File: src/rtl/ps2_tx.sv
// Host-to-device PS/2 transmitter with an AXI-lite write-only register interface.
// Sends one byte per TXDATA write as an 11-bit frame: start, 8 data bits LSB first,
// odd parity, stop. It then samples the device ACK and reports the result through
// sticky done/err flags and an irq line.
//
// Ports:
//   clk, rst                  system clock, asynchronous active-high reset
//   aw*/w*/b*                 AXI-lite write channels (awprot, wstrb ignored)
//   irq                       done | err
//   busy                      transfer in progress
//   done, err                 sticky status flags, cleared by W1C writes to STATUS
//   ps2_clk, ps2_data         raw PS/2 line inputs
//   ps2_clk_oe, ps2_data_oe   open-drain pull-low enables
//
// Register map: 0x0 TXDATA (wdata[7:0]), 0x4 STATUS W1C (bit0 done, bit1 err).
module ps2_tx #(
  parameter int unsigned INHIBIT_CYCLES = 10000,
  parameter int unsigned TIMEOUT_CYCLES = 2000000,
  parameter int unsigned DEBOUNCE_N     = 10
) (
  input  logic        clk,
  input  logic        rst,
  input  logic [15:0] awaddr,
  input  logic [2:0]  awprot,
  input  logic        awvalid,
  output logic        awready,
  input  logic [31:0] wdata,
  input  logic [3:0]  wstrb,
  input  logic        wvalid,
  output logic        wready,
  output logic [1:0]  bresp,
  output logic        bvalid,
  input  logic        bready,
  output logic        irq,
  output logic        busy,
  output logic        done,
  output logic        err,
  input  logic        ps2_clk,
  input  logic        ps2_data,
  output logic        ps2_clk_oe,
  output logic        ps2_data_oe
);

  typedef enum logic [2:0] {
    StIdle,
    StInhibit,
    StReq,
    StShift,
    StAck,
    StWaitIdle
  } state_e;

  // ---------------------------------------------------------------------------
  // Line debouncers: index 0 is ps2_clk, index 1 is ps2_data. Each output follows
  // its synchronised input once the input has differed for DEBOUNCE_N cycles.
  // ---------------------------------------------------------------------------
  logic [1:0]  raw;
  logic [1:0]  sync1_q, sync2_q, clean_q;
  logic [31:0] db_cnt_q [2];

  assign raw = {ps2_data, ps2_clk};

  always_ff @(posedge clk or posedge rst) begin
    if (rst) begin
      sync1_q <= 2'b11;
      sync2_q <= 2'b11;
      clean_q <= 2'b11;
      for (int i = 0; i < 2; i++) db_cnt_q[i] <= '0;
    end else begin
      sync1_q <= raw;
      sync2_q <= sync1_q;
      for (int i = 0; i < 2; i++) begin
        if (sync2_q[i] == clean_q[i]) begin
          db_cnt_q[i] <= '0;
        end else if (db_cnt_q[i] == DEBOUNCE_N - 1) begin
          clean_q[i]  <= sync2_q[i];
          db_cnt_q[i] <= '0;
        end else begin
          db_cnt_q[i] <= db_cnt_q[i] + 32'd1;
        end
      end
    end
  end

  logic clk_clean, data_clean, clk_prev_q, clk_fall;

  assign clk_clean  = clean_q[0];
  assign data_clean = clean_q[1];
  assign clk_fall   = ~clk_clean & clk_prev_q;

  always_ff @(posedge clk or posedge rst) begin
    if (rst) clk_prev_q <= 1'b1;
    else     clk_prev_q <= clk_clean;
  end

  // ---------------------------------------------------------------------------
  // AXI-lite write capture. AW and W are latched independently; once both are
  // held the write executes for a single cycle, guarded by bvalid.
  // ---------------------------------------------------------------------------
  logic        aw_ok_q, w_ok_q, bvalid_q;
  logic [15:0] addr_q;
  logic [7:0]  wdat_q;
  logic [1:0]  bresp_q;
  logic        exec, wr_tx, wr_st, tx_start;
  state_e      state_q, state_d;

  assign exec     = aw_ok_q & w_ok_q & ~bvalid_q;
  assign wr_tx    = exec && (addr_q == 16'h0000);
  assign wr_st    = exec && (addr_q == 16'h0004);
  assign tx_start = wr_tx && (state_q == StIdle);

  always_ff @(posedge clk or posedge rst) begin
    if (rst) begin
      aw_ok_q  <= 1'b0;
      w_ok_q   <= 1'b0;
      bvalid_q <= 1'b0;
      addr_q   <= '0;
      wdat_q   <= '0;
      bresp_q  <= 2'b00;
    end else begin
      if (awvalid && !aw_ok_q) begin
        aw_ok_q <= 1'b1;
        addr_q  <= awaddr;
      end
      if (wvalid && !w_ok_q) begin
        w_ok_q <= 1'b1;
        wdat_q <= wdata[7:0];
      end
      if (exec) begin
        bvalid_q <= 1'b1;
        // A TXDATA write while a frame is in flight is dropped.
        bresp_q  <= (wr_tx && !tx_start) ? 2'b10 : 2'b00;
      end
      if (bvalid_q && bready) begin
        bvalid_q <= 1'b0;
        aw_ok_q  <= 1'b0;
        w_ok_q   <= 1'b0;
      end
    end
  end

  assign awready = ~aw_ok_q;
  assign wready  = ~w_ok_q;
  assign bvalid  = bvalid_q;
  assign bresp   = bresp_q;

  // ---------------------------------------------------------------------------
  // Transmit FSM
  // ---------------------------------------------------------------------------
  logic [31:0] cnt_q, cnt_d;
  logic [3:0]  bit_idx_q, bit_idx_d;
  logic        data_oe_q, data_oe_d;
  logic [7:0]  tx_data_q, tx_data_d;
  logic [10:0] frame;
  logic        set_done, set_err, in_frame, timed_out;
  logic        clk_oe_c, data_oe_c;

  assign frame     = {1'b1, ~^tx_data_q, tx_data_q, 1'b0};
  assign in_frame  = (state_q == StShift) || (state_q == StAck) || (state_q == StWaitIdle);
  assign timed_out = (cnt_q == TIMEOUT_CYCLES - 1);

  always_comb begin
    state_d   = state_q;
    cnt_d     = cnt_q;
    bit_idx_d = bit_idx_q;
    data_oe_d = data_oe_q;
    tx_data_d = tx_data_q;
    set_done  = 1'b0;
    set_err   = 1'b0;
    clk_oe_c  = 1'b0;
    data_oe_c = 1'b0;

    unique case (state_q)
      StIdle: begin
        if (tx_start) begin
          state_d   = StInhibit;
          cnt_d     = '0;
          bit_idx_d = '0;
          tx_data_d = wdat_q;
        end
      end
      StInhibit: begin
        clk_oe_c = 1'b1;
        if (cnt_q == INHIBIT_CYCLES - 1) begin
          state_d = StReq;
          cnt_d   = '0;
        end else begin
          cnt_d = cnt_q + 32'd1;
        end
      end
      StReq: begin
        clk_oe_c  = 1'b1;
        data_oe_c = 1'b1;
        state_d   = StShift;
        bit_idx_d = 4'd1;
        data_oe_d = 1'b1;  // keep the start bit on the line
        cnt_d     = '0;
      end
      StShift: begin
        data_oe_c = data_oe_q;
        if (clk_fall) begin
          data_oe_d = ~frame[bit_idx_q];
          // The edge that puts the stop bit out also arms ACK sampling.
          if (bit_idx_q == 4'd10) state_d = StAck;
          else                    bit_idx_d = bit_idx_q + 4'd1;
        end
      end
      StAck: begin
        if (clk_fall) begin
          if (!data_clean) set_done = 1'b1;
          else             set_err  = 1'b1;
          state_d = StWaitIdle;
        end
      end
      StWaitIdle: begin
        if (clk_clean && data_clean) state_d = StIdle;
      end
      default: state_d = StIdle;
    endcase

    // Device clock watchdog: any falling edge restarts it.
    if (in_frame) begin
      if (clk_fall) begin
        cnt_d = '0;
      end else if (timed_out) begin
        state_d   = StIdle;
        data_oe_d = 1'b0;
        set_err   = 1'b1;
      end else begin
        cnt_d = cnt_q + 32'd1;
      end
    end
  end

  always_ff @(posedge clk or posedge rst) begin
    if (rst) begin
      state_q   <= StIdle;
      cnt_q     <= '0;
      bit_idx_q <= '0;
      data_oe_q <= 1'b0;
      tx_data_q <= '0;
    end else begin
      state_q   <= state_d;
      cnt_q     <= cnt_d;
      bit_idx_q <= bit_idx_d;
      data_oe_q <= data_oe_d;
      tx_data_q <= tx_data_d;
    end
  end

  // Sticky flags; a set in the same cycle as a W1C clear wins.
  logic done_q, err_q;

  always_ff @(posedge clk or posedge rst) begin
    if (rst) begin
      done_q <= 1'b0;
      err_q  <= 1'b0;
    end else begin
      done_q <= set_done | (done_q & ~(wr_st & wdat_q[0]));
      err_q  <= set_err  | (err_q  & ~(wr_st & wdat_q[1]));
    end
  end

  assign done        = done_q;
  assign err         = err_q;
  assign irq         = done_q | err_q;
  assign busy        = (state_q != StIdle);
  assign ps2_clk_oe  = clk_oe_c;
  assign ps2_data_oe = data_oe_c;

  logic unused_inputs;
  assign unused_inputs = ^{awprot, wstrb, wdata[31:8]};

endmodule

File: config.mk
export PLATFORM = sky130hd
export DESIGN_NAME = ps2_tx
export DESIGN_NICKNAME = d
export VERILOG_FILES = /design/src/rtl/ps2_tx.sv
export SDC_FILE = /design/constraint.sdc
export NUM_CORES = 1
export LEC_CHECK = 0
export CELL_PAD_IN_SITES_DETAIL_PLACEMENT = 1
export CELL_PAD_IN_SITES_GLOBAL_PLACEMENT = 2
export CORE_ASPECT_RATIO = 1.1
export CORE_MARGIN = 1.5
export CORE_UTILIZATION = 33
export DETAILED_ROUTE_END_ITERATION = 12
export PLACE_DENSITY_LB_ADDON = 0.1
export SLEW_MARGIN = 20
export SYNTH_ARGS = -nofsm -noshare
export SYNTH_HDL_FRONTEND = slang
export SYNTH_SLANG_ARGS = --single-unit
File: constraint.sdc
create_clock -name clk -period 5.19 [get_ports clk]
set_input_delay 1.038 -clock clk [delete_from_list [all_inputs] [get_ports clk]]
set_output_delay 1.038 -clock clk [all_outputs]
set_load 0.03 [all_outputs]
==> out/results.txt <==
Req. time, crit path: 4.15 ns
RR Endpoint: cnt_q[21]$_DFF_PP0_
CTS Hold Bufs: 0
TritonCTS Buffers: 17
Final min period: 3.37 ns
HPWL after DPL: 13900 um
Clock skew: 0.0118 ns
Largest cells by area after synthesis: dfrtp_1, mux2_2, xor2_1, nor2_1, nand2_1
Max Clk Rate: 297 MHz
Clock latency on the worst-skew pair: 0.43 ns
Grt ovf: 0
CTS Sinks: 149
Post-synth EDFFs: 0
Syn Inst Count: 789
Total GRT Usage: 17.3%
FF/Latch Area: 3740 um2
Clock buffer depth: 2
Ys async rst share: 100%
Post-CTS setup buffers: 0
Nets: 892
RSZ-0062 raised after global routing: false
H-tree level count: 4
Min-delay src: sync1_q[1]$_DFF_PP1_
Ys flop type: dfrtp_1
Max Cap Viol: 0
DIE WIDTH: 149 um
Synthesized net count: 858
DR WL/cell: 17.3 um
Cell area power density: 325 nW/um2
Drt total wl: 19700 um
Worst reg2reg setup slack: 2.08 ns
Multi-input logic area: 3820 um2
Reg2reg path depth: 7
Final setup vio count: 0
Peak VDD IR: 0.195 mV
Die Y: 164 um
Final Hold Viols: 0
Final-report max-slew violation count: 0
Gpl congestion: 0.756
Relative slew slack: 30.8%
Largest net degree at the start of global routing: 84
1st-pass router iterations: 4
Starting Density: 33.8%
CTS tree: done
Status: finished clean
Most frequent cells in the layout: dfrtp_1, nor2_1, nand2_1
Die area: 24400 um2
Total number of vias: 6070
# resized after CTS: 0
Hold EP: sync2_q[1]$_DFF_PP1_
Pre-CTS setup slack: 2.02 ns
Total Neg Setup Slack: 0 ns
I/O pins: 73
Setup CP Type: flip-flop to output port
Largest area contributor in the netlist: dfrtp_1
Post-synth cell types: 72
Area growth from synthesis to layout: 16.7%
Sequential-to-total area share from yosys stat: 48.3%
Critical Path Fanout Max: 14
Worst Hold Class: flip-flop to flip-flop
Layout cells sized above 1: 12.3%
Crit end category: output port
N_diodes: 0
Reg-to-reg startpoint: cnt_q[0]$_DFF_PP0_
Fill cells: 2610
Core area: 22900 um2
Commonest non-fill, non-tap cell in the layout: dfrtp_1
First-pass GRT wire length: 33400 um
Startpoint types: flip-flop
Initial antenna violation count: 0
Worst EP arrival: 2.33 ns
Vias per cell: 5.34
Measured slew at the worst slew-check pin: 1.03 ns
Warnings, synthesis: 0
Fin worst setup slack: 1.82 ns
Final period util: 64.9%
Share of the synthesized area in the top cell type: 45.9%
Clk root buf: clkbuf_16
Pleak: 3.79 nW
Row count: 58
Post-DRT Antenna Nets: 0
Synthesized flop and latch total: 149
Vias in the first global route: 6484
Synth Cell Area: 7740 um2
Initial DRC count: 180
WHS Path Cells: 0
DRC viols: 0
Post-Syn Area per Cell: 9.81 um2
Port Buf Inserts: 40
Clock slew at reported path FFs: 0.06 ns
[worst max path at each step]
stage | startpoint | endpoint | slack (ns) | depth (start not counted)
floorplan | rst | addr_q[0]$_DFFE_PP0P_ | 0.16 | 1
global placement | cnt_q[0]$_DFF_PP0_ | cnt_q[21]$_DFF_PP0_ | 2.07 | 7
detailed placement | cnt_q[0]$_DFF_PP0_ | cnt_q[8]$_DFF_PP0_ | 2.02 | 7
CTS | state_q[0]$_DFF_PP0_ | ps2_clk_oe | 1.78 | 4
global route | state_q[0]$_DFF_PP0_ | ps2_clk_oe | 1.67 | 4
finish | state_q[0]$_DFF_PP0_ | ps2_clk_oe | 1.82 | 4
[metrics by stage]
stage / utilization (%) / hold WS, ns / total power [mW] / instance area (um2) / std cells
finish: 39.4 / 0.370 / 2.94 / 9040 / 1136
global route: 39.4 / 0.372 / 3.08 / 9040 / 1136
CTS: 39.4 / 0.368 / 2.99 / 9030 / 1136
detailed placement: 36.8 / 0.356 / 1.71 / 8450 / 1104
global placement: 36.8 / 0.356 / 1.69 / 8450 / 1104
floorplan: - / 0.345 / 1.59 / 7740 / 789
[cells by family after synthesis]
family | after synthesis | share of synthesized area [%]
compound gates | 112 | 9.47
xor+xnor | 64 | 7.60
fa+ha+maj | 7 | 1.13
buf+inv | 47 | 2.57
flops | 149 | 48.3
mux | 41 | 6.01
other cells | 1 | 0.0484
simple gates | 368 | 24.9
[cell type report]
cell class              instances  share of cell area [%]
clock buffers                  20                    4.94
clock inverters                12                    1.58
inverters                      17                   0.761
multi-input cells             593                    42.2
flip-flops and latches        149                    41.4
well taps                     300                    4.15
repair buffers                 45                    4.98
[Yosys cell counts, types with 7 or more instances]
cell / count
nor2_1: 96
inv_1: 17
and3_1: 13
xnor2_1: 19
dfstp_2: 7
and2_1: 12
a21oi_1: 30
nor2b_1: 7
nand4_1: 31
nand3_1: 43
or3_1: 12
xor2_1: 43
mux2_2: 34
clkbuf_1: 22
dfrtp_1: 142
ha_1: 7
o21ai_0: 25
nor3_1: 25
and4_1: 10
nand2_1: 58
nor4_1: 28
[worst max-delay path, cell delays in order (launching register included)]
cell and delay, ns:
dfrtp_1 0.53, inv_1 0.20, nand2_1 0.07, a21oi_1 0.36, clkdlybuf4s50_1 0.75
[power breakdown]
part / total (mW) / switching [mW] / internal [mW]
combinational: 0.310 / 0.153 / 0.158
clock: 1.26 / 0.526 / 0.730
sequential: 1.37 / 0.0873 / 1.29
[layer usage]
layer	vias to the layer above	global-route usage, %	share of wire [%]
met1	3083	21.5	46
met2	52	30.6	51
met3	20	2.68	2.2
met5	-	0	0
met4	0	5.81	1.5
li1	2915	-	-
[flip-flops by register name, summed over array words and instances (netlist names), 2 cells and up]
name	cells
db_cnt_q	64
cnt_q	32
addr_q	16
tx_data_q	8
wdat_q	8
bit_idx_q	4
state_q	3
clean_q	2
sync1_q	2
sync2_q	2
(Power assumes the default switching activity.)
